==> src/rtl/mrisc_alu_pkg.sv <==
// Shared definitions for the MRISC32 packed ALU units: the pack mode
// encoding, lane counts, and the sequential multiplier's state and
// iteration count helpers.
package mrisc_alu_pkg;

    // Operand packing. The encoding is architectural, so each value is pinned.
    typedef enum logic [1:0] {
        PM_WORD = 2'b00,
        PM_HALF = 2'b01,
        PM_BYTE = 2'b10,
        PM_RSVD = 2'b11
    } pack_mode_t;

    // Number of independent lanes in a 32-bit operand for each mode.
    localparam int LANES_WORD = 1;
    localparam int LANES_HALF = 2;
    localparam int LANES_BYTE = 4;

    // The iteration counter must hold the largest lane width (32).
    localparam int CNT_W = 6;

    typedef enum logic [1:0] {
        ST_IDLE,
        ST_RUN,
        ST_DONE
    } mul_state_t;

    // A radix-2 loop needs one iteration per bit of lane width.
    // Reserved mode never iterates.
    function automatic logic [CNT_W-1:0] iter_count(input pack_mode_t mode);
        case (mode)
            PM_WORD: return CNT_W'(32 / LANES_WORD);
            PM_HALF: return CNT_W'(32 / LANES_HALF);
            PM_BYTE: return CNT_W'(32 / LANES_BYTE);
            default: return '0;
        endcase
    endfunction

endpackage

==> src/rtl/packed_add32.sv <==
// Combinational 32-bit adder built from four byte slices. The pack mode
// decides where the carry chain is cut, so each lane wraps on its own.
// Both the packed add/sub units and the sequential multiplier use it.
module packed_add32
    import mrisc_alu_pkg::*;
(
    input  logic [31:0] a,
    input  logic [31:0] b,
    input  pack_mode_t  pack_mode,
    output logic [31:0] sum
);

    // Bit k set: the carry into byte k is blocked because byte k starts a lane.
    logic [3:0] cut;
    logic [8:0] slice;
    logic       carry;

    // Select the lane boundaries for the current mode.
    always_comb begin
        case (pack_mode)
            PM_WORD: cut = 4'b0001;
            PM_HALF: cut = 4'b0101;
            default: cut = 4'b1111;
        endcase
    end

    // Ripple across the byte slices and drop the carry wherever a lane starts.
    // NOTE: every variable gets a value before any branch or loop. A path that
    // leaves one unassigned would infer a latch.
    always_comb begin
        sum   = '0;
        carry = 1'b0;
        slice = '0;
        for (int k = 0; k < 4; k++) begin
            slice            = {1'b0, a[8*k +: 8]} + {1'b0, b[8*k +: 8]}
                             + {8'b0, carry & ~cut[k]};
            sum[8*k +: 8]    = slice[7:0];
            carry            = slice[8];
        end
    end

endmodule

==> src/rtl/mul32_seq.sv <==
// Sequential packed multiplier. It produces the low half of each lane's
// product with a radix-2 shift-and-add loop. It runs 32, 16 or 8 iterations
// for word, half or byte lanes, and signals through a start/busy/done
// handshake.
module mul32_seq
    import mrisc_alu_pkg::*;
(
    input  logic        clk,
    input  logic        rst_n,
    input  logic        start,
    input  logic [31:0] A,
    input  logic [31:0] B,
    input  logic [1:0]  pack_mode,
    output logic        busy,
    output logic        done,
    output logic [31:0] result
);

    mul_state_t       state_q,  state_d;
    pack_mode_t       mode_q,   mode_d;
    logic [31:0]      mcand_q,  mcand_d;
    logic [31:0]      mplier_q, mplier_d;
    logic [31:0]      acc_q,    acc_d;
    logic [CNT_W-1:0] cnt_q,    cnt_d;
    logic             busy_q,   busy_d;
    logic             done_q,   done_d;
    logic [31:0]      result_q, result_d;

    logic [31:0] lane_lsb_mask;
    logic [31:0] lane_msb_mask;
    logic [3:0]  byte_sel;
    logic [31:0] addend;
    logic [31:0] acc_sum;
    pack_mode_t  req_mode;

    assign req_mode = pack_mode_t'(pack_mode);

    // Build lane masks and per-byte add enables from the captured mode.
    always_comb begin
        case (mode_q)
            PM_WORD: begin
                lane_lsb_mask = 32'h0000_0001;
                lane_msb_mask = 32'h8000_0000;
                byte_sel      = {4{mplier_q[0]}};
            end
            PM_HALF: begin
                lane_lsb_mask = 32'h0001_0001;
                lane_msb_mask = 32'h8000_8000;
                byte_sel      = {{2{mplier_q[16]}}, {2{mplier_q[0]}}};
            end
            default: begin
                lane_lsb_mask = 32'h0101_0101;
                lane_msb_mask = 32'h8080_8080;
                byte_sel      = {mplier_q[24], mplier_q[16], mplier_q[8], mplier_q[0]};
            end
        endcase
    end

    // A lane adds its shifted multiplicand only when its multiplier LSB is set.
    assign addend = mcand_q & {{8{byte_sel[3]}}, {8{byte_sel[2]}},
                               {8{byte_sel[1]}}, {8{byte_sel[0]}}};

    packed_add32 u_add (
        .a         (acc_q),
        .b         (addend),
        .pack_mode (mode_q),
        .sum       (acc_sum)
    );

    // Next-state logic for the controller and the datapath registers.
    always_comb begin
        state_d  = state_q;
        mode_d   = mode_q;
        mcand_d  = mcand_q;
        mplier_d = mplier_q;
        acc_d    = acc_q;
        cnt_d    = cnt_q;
        busy_d   = busy_q;
        done_d   = 1'b0;
        result_d = result_q;

        case (state_q)
            ST_IDLE, ST_DONE: begin
                busy_d  = 1'b0;
                state_d = ST_IDLE;
                if (start) begin
                    mcand_d  = A;
                    mplier_d = B;
                    mode_d   = req_mode;
                    acc_d    = '0;
                    cnt_d    = iter_count(req_mode);
                    if (req_mode == PM_RSVD) begin
                        // Reserved mode completes immediately with a zero result.
                        result_d = '0;
                        done_d   = 1'b1;
                        state_d  = ST_DONE;
                    end else begin
                        busy_d  = 1'b1;
                        state_d = ST_RUN;
                    end
                end
            end

            ST_RUN: begin
                acc_d    = acc_sum;
                mcand_d  = (mcand_q << 1) & ~lane_lsb_mask;
                mplier_d = (mplier_q >> 1) & ~lane_msb_mask;
                cnt_d    = cnt_q - CNT_W'(1);
                if (cnt_q == CNT_W'(1)) begin
                    result_d = acc_sum;
                    busy_d   = 1'b0;
                    done_d   = 1'b1;
                    state_d  = ST_DONE;
                end
            end

            default: begin
                busy_d  = 1'b0;
                state_d = ST_IDLE;
            end
        endcase
    end

    // State and datapath registers. Reset aborts any operation in flight.
    // NOTE: sequential state uses non-blocking assignments, so every flop
    // samples the values from before this edge regardless of statement order.
    always_ff @(posedge clk or negedge rst_n) begin
        if (!rst_n) begin
            state_q  <= ST_IDLE;
            mode_q   <= PM_WORD;
            mcand_q  <= '0;
            mplier_q <= '0;
            acc_q    <= '0;
            cnt_q    <= '0;
            busy_q   <= 1'b0;
            done_q   <= 1'b0;
            result_q <= '0;
        end else begin
            state_q  <= state_d;
            mode_q   <= mode_d;
            mcand_q  <= mcand_d;
            mplier_q <= mplier_d;
            acc_q    <= acc_d;
            cnt_q    <= cnt_d;
            busy_q   <= busy_d;
            done_q   <= done_d;
            result_q <= result_d;
        end
    end

    assign busy   = busy_q;
    assign done   = done_q;
    assign result = result_q;

endmodule

==> config.mk <==
export PLATFORM = sky130hd
export DESIGN_NAME = mul32_seq
export DESIGN_NICKNAME = d
export VERILOG_FILES = /design/src/rtl/mrisc_alu_pkg.sv /design/src/rtl/packed_add32.sv /design/src/rtl/mul32_seq.sv
export SDC_FILE = /design/constraint.sdc
export NUM_CORES = 1
export LEC_CHECK = 0
export CORE_ASPECT_RATIO = 2
export CORE_MARGIN = 2
export CORE_UTILIZATION = 35
export DETAILED_ROUTE_END_ITERATION = 8
export SETUP_SLACK_MARGIN = 0.1
export SLEW_MARGIN = 20
export SYNTH_ARGS = -nofsm -noshare
export SYNTH_HDL_FRONTEND = slang
export SYNTH_SLANG_ARGS = --single-unit
==> constraint.sdc <==
create_clock -name clk -period 7 [get_ports clk]
set_clock_uncertainty 0.15 [all_clocks]
set_input_delay 0.7 -clock clk [delete_from_list [all_inputs] [get_ports clk]]
set_output_delay 0.7 -clock clk [all_outputs]
set_load 0.02 [all_outputs]
==> results.json, run 1 <==
{
  "yosys.area_share.xor_xnor_pct": 1.02,
  "track_usage_pct": 18.3,
  "wire_length_of_the_first_global_routing_pass_mm": 31.8,
  "dp.cells": 1145,
  "ys_dominant_reg_cell": "sky130_fd_sc_hd__dfrtp_1",
  "hpwl_detailed_mm": 13.4,
  "period_needed_ns": 6.67,
  "total_power_w": 0.00500,
  "synthesized_net_count": 920,
  "height_of_the_die_um": 209,
  "path_max_fanout": 11,
  "cts.htree.levels": 4,
  "netlist_instances": 814,
  "most-common-layout-cells": "sky130_fd_sc_hd__nand2_1, sky130_fd_sc_hd__dfrtp_1, sky130_fd_sc_hd__clkdlybuf4s50_1",
  "max_cap_violations": 0,
  "finish.utilization_pct": 45.3,
  "slew_headroom_pct": 29.1,
  "clock_latency_ns": 0.43,
  "place_congestion": 0.800,
  "worst_slew_pin_slew_ns": 1.06,
  "drt_iter0_drc": 344,
  "rows": 74,
  "nets": 1006,
  "netlist_area_mm2": 0.00733,
  "initial_core_util_pct": 35.8,
  "vias_in_the_first_global_route": 6310,
  "wl_per_cell_um": 16.8,
  "grt_max_degree": 96,
  "drt_first_pass_iters": 5,
  "synth.lib_cells_used.distinct": 48,
  "critPathLaunchType": "register",
  "numClockSinks": 140,
  "fillers": 2003,
  "rr_startpoint": "mplier_q[0]",
  "share_seq_of_total_power_pct": 30.0,
  "synth_compound_area_share_pct": 18.8,
  "yosys_warnings": 0,
  "rrSetupSlack_ns": 0.33,
  "synth_enable_flop_cells": 0,
  "run_status": "complete, no violations",
  "hold_viol": 0,
  "synth_sequential_area_ratio_pct": 47.8,
  "cell_internal_pwr_w": 0.00286,
  "cellLeakagePower_nw": 4.10,
  "clock_tree.buffer_depth": 2,
  "crit_buf_inv": 1,
  "top_level_ports": 103,
  "route.final.wire_length_mm": 19.8,
  "rr_worst_depth": 29,
  "route.vias.total": 6133,
  "cp.required_ns": 7.16,
  "synth_seq_cells": 140,
  "power.combinational.fraction_pct": 51.5,
  "floorplan.die.width_um": 106,
  "path_delay_family": "compound AO/OA/AOI/OAI gates",
  "synthArstFlopShare_pct": 100,
  "cpMostUsedCell": "sky130_fd_sc_hd__o21a_1",
  "p_clk_share_pct": 18.5,
  "setup_viol_count_final": 0,
  "antenna-diode-count": 0,
  "netSwitchingPower_w": 0.00214,
  "ctsRootBufferMaster": "sky130_fd_sc_hd__clkbuf_16",
  "post_route_cells_drive_above_1_share_pct": 7.56,
  "critical_path.slowest_cell": "sky130_fd_sc_hd__dfrtp_1",
  "yosys.area_share.simple_pct": 20.8,
  "crit_path_max_incr_delay_ns": 0.37,
  "critPathArrivalTime_ns": 6.83,
  "cts-hold-fix-buffers": 0,
  "antenna_found_initial": 0,
  "cts_tree": "yes",
  "commonest_non_fill_non_tap_cell_in_the_layout": "sky130_fd_sc_hd__nand2_1",
  "combinational_family_with_the_most_area_after_synthesis": "simple AND/OR/NAND/NOR gates",
  "crit-reg2reg-capture": "result[30]",
  "vias_per_cell": 5.20,
  "tritoncts.num_buffers": 17,
  "drc_errors": 0,
  "detail-route-antenna-nets": 0,
  "grt_setup_unrepaired": "true",
  "worst_ir_drop_vdd_mv": 0.310,
  "timing.setup.critical_path_class": "register to register",
  "fin_cells": 1179,
  "synth.mux.area_fraction_pct": 0.991,
  "worst_setup_path_end_kind": "register",
  "power_per_cell_area_mw_per_mm2": 540,
  "syn_avg_cell_area_um2": 9.00,
  "layout-area-overhead-vs-synth_pct": 26.4,
  "final_max_slew_viol_count": 0,
  "gr-total-overflow": 0,
  "cts.reportedPaths.clkPinSlew_ns": 0.06,
  "fin_crit_sh_pct": 95.3,
  "fp.coreArea_mm2": 0.0205,
  "worstSetupStartpoint": "mplier_q[0]",
  "hp-class": "input port to async pin",
  "timing.fmax_ghz": 0.150,
  "placement.io_buffers": 102,
  "totalNegativeSetupSlack_ns": 0,
  "netSwitchingFraction_pct": 42.8,
  "synthAdderAreaFrac_pct": 7.04,
  "dieArea_mm2": 0.0222
}
what timing repair did:
item,4_1_cts,5_1_grt
gates resized for setup,1,14
endpoints found under the setup margin,1,9
setup buffers,0,2
pin swaps,0,4
power by group through the flow:
stage | logic (W) | clock network, W | registers [W]
after floorplan | 0.00173 | 0 | 0.00151
after global placement | 0.00250 | 0 | 0.00150
after detailed placement | 0.00254 | 0 | 0.00151
after CTS | 0.00255 | 0.000944 | 0.00150
after global routing | 0.00287 | 0.000976 | 0.00155
final | 0.00258 | 0.000926 | 0.00150
routing by layer:
metal  global-route usage, %  vias up  wire length [µm]  part of all wire (%)
met5                       0        -                 0                     0
met4                    7.17        0               455                   2.3
met2                    33.0      114             10600                    54
met3                    3.46       29               659                   3.3
li1                        -     2994                 -                     -
met1                    20.9     2996              8000                    41
final cells by class:
type | count | area [µm²] | share of cell area (%)
multi-input combinational | 609 | 3650 | 39.4
sequential | 140 | 3500 | 37.8
timing repair buffer | 113 | 1100 | 11.9
clock buffer | 18 | 439 | 4.74
tap | 266 | 333 | 3.59
clock inverter | 14 | 160 | 1.73
inverter | 19 | 71.3 | 0.770
synth_stat cells (4+ instances only):
cell type | instances | share of area [%]
sky130_fd_sc_hd__a211oi_1 | 9 | 0.92
sky130_fd_sc_hd__a21o_1 | 10 | 1.0
sky130_fd_sc_hd__a21oi_1 | 12 | 0.82
sky130_fd_sc_hd__a22o_1 | 5 | 0.60
sky130_fd_sc_hd__a31oi_1 | 62 | 5.3
sky130_fd_sc_hd__and2_1 | 8 | 0.68
sky130_fd_sc_hd__buf_1 | 8 | 0.41
sky130_fd_sc_hd__clkbuf_1 | 33 | 1.7
sky130_fd_sc_hd__dfrtp_1 | 140 | 48
sky130_fd_sc_hd__fa_1 | 7 | 1.9
sky130_fd_sc_hd__ha_1 | 30 | 5.1
sky130_fd_sc_hd__inv_1 | 18 | 0.92
sky130_fd_sc_hd__mux2i_1 | 5 | 0.68
sky130_fd_sc_hd__nand2_1 | 196 | 10
sky130_fd_sc_hd__nand2b_1 | 9 | 0.77
sky130_fd_sc_hd__nand3_1 | 10 | 0.68
sky130_fd_sc_hd__nor2_1 | 81 | 4.2
sky130_fd_sc_hd__nor2b_1 | 24 | 2.0
sky130_fd_sc_hd__nor3_1 | 11 | 0.75
sky130_fd_sc_hd__o21a_1 | 27 | 2.8
sky130_fd_sc_hd__o21ai_0 | 43 | 2.9
sky130_fd_sc_hd__o31a_1 | 7 | 0.84
sky130_fd_sc_hd__o31ai_1 | 14 | 1.4
sky130_fd_sc_hd__o41ai_1 | 7 | 0.84
sky130_fd_sc_hd__xor2_1 | 4 | 0.48
through the flow:
stage / instance area [µm²] / setup WS (ns) / hold WS, ns
floorplan: 7330 / 0.382 / 0.254
global placement: 8590 / 0.274 / 0.303
detailed placement: 8590 / 0.102 / 0.306
CTS: 9190 / 0.118 / 0.156
global route: 9260 / 0.0827 / 0.167
finish: 9260 / 0.331 / 0.116
worst max path at each step:
stage / cells past startpoint / to / slack, ns
final: 29 / result[30] / 0.33
after global routing: 29 / result[30] / 0.08
after CTS: 30 / result[30] / 0.12
after detailed placement: 30 / result[30] / 0.10
after global placement: 30 / result[30] / 0.27
after floorplan: 31 / result[30] / 0.38
cell families after synthesis:
kind of cell | Yosys count
XOR/XNOR | 7
AND/OR/NAND/NOR | 351
adder cells (fa/ha/maj) | 37
multiplexers | 7
AO/OA/AOI/OAI | 207
flip-flops | 140
buffers and inverters | 65
registers in the layout, indices dropped and copies added, names as in the netlist:
signal / count
state_q: 2
cnt_q: 6
mode_q: 2
acc_q: 32
mplier_q: 32
mcand_q: 32
busy: 1
done: 1
result: 32
(Power assumes the default switching activity.)
==> run 2: changes to the inputs <==
--- a/config.mk
+++ b/config.mk
@@ -10,6 +10,7 @@
 export CORE_UTILIZATION = 35
 export DETAILED_ROUTE_END_ITERATION = 8
 export SETUP_SLACK_MARGIN = 0.1
+export SKIP_CTS_REPAIR_TIMING = 1
 export SLEW_MARGIN = 20
 export SYNTH_ARGS = -nofsm -noshare
 export SYNTH_HDL_FRONTEND = slang
==> results of run 2 <==
The final DEF is identical to that of run 1; final timing and power are the same.
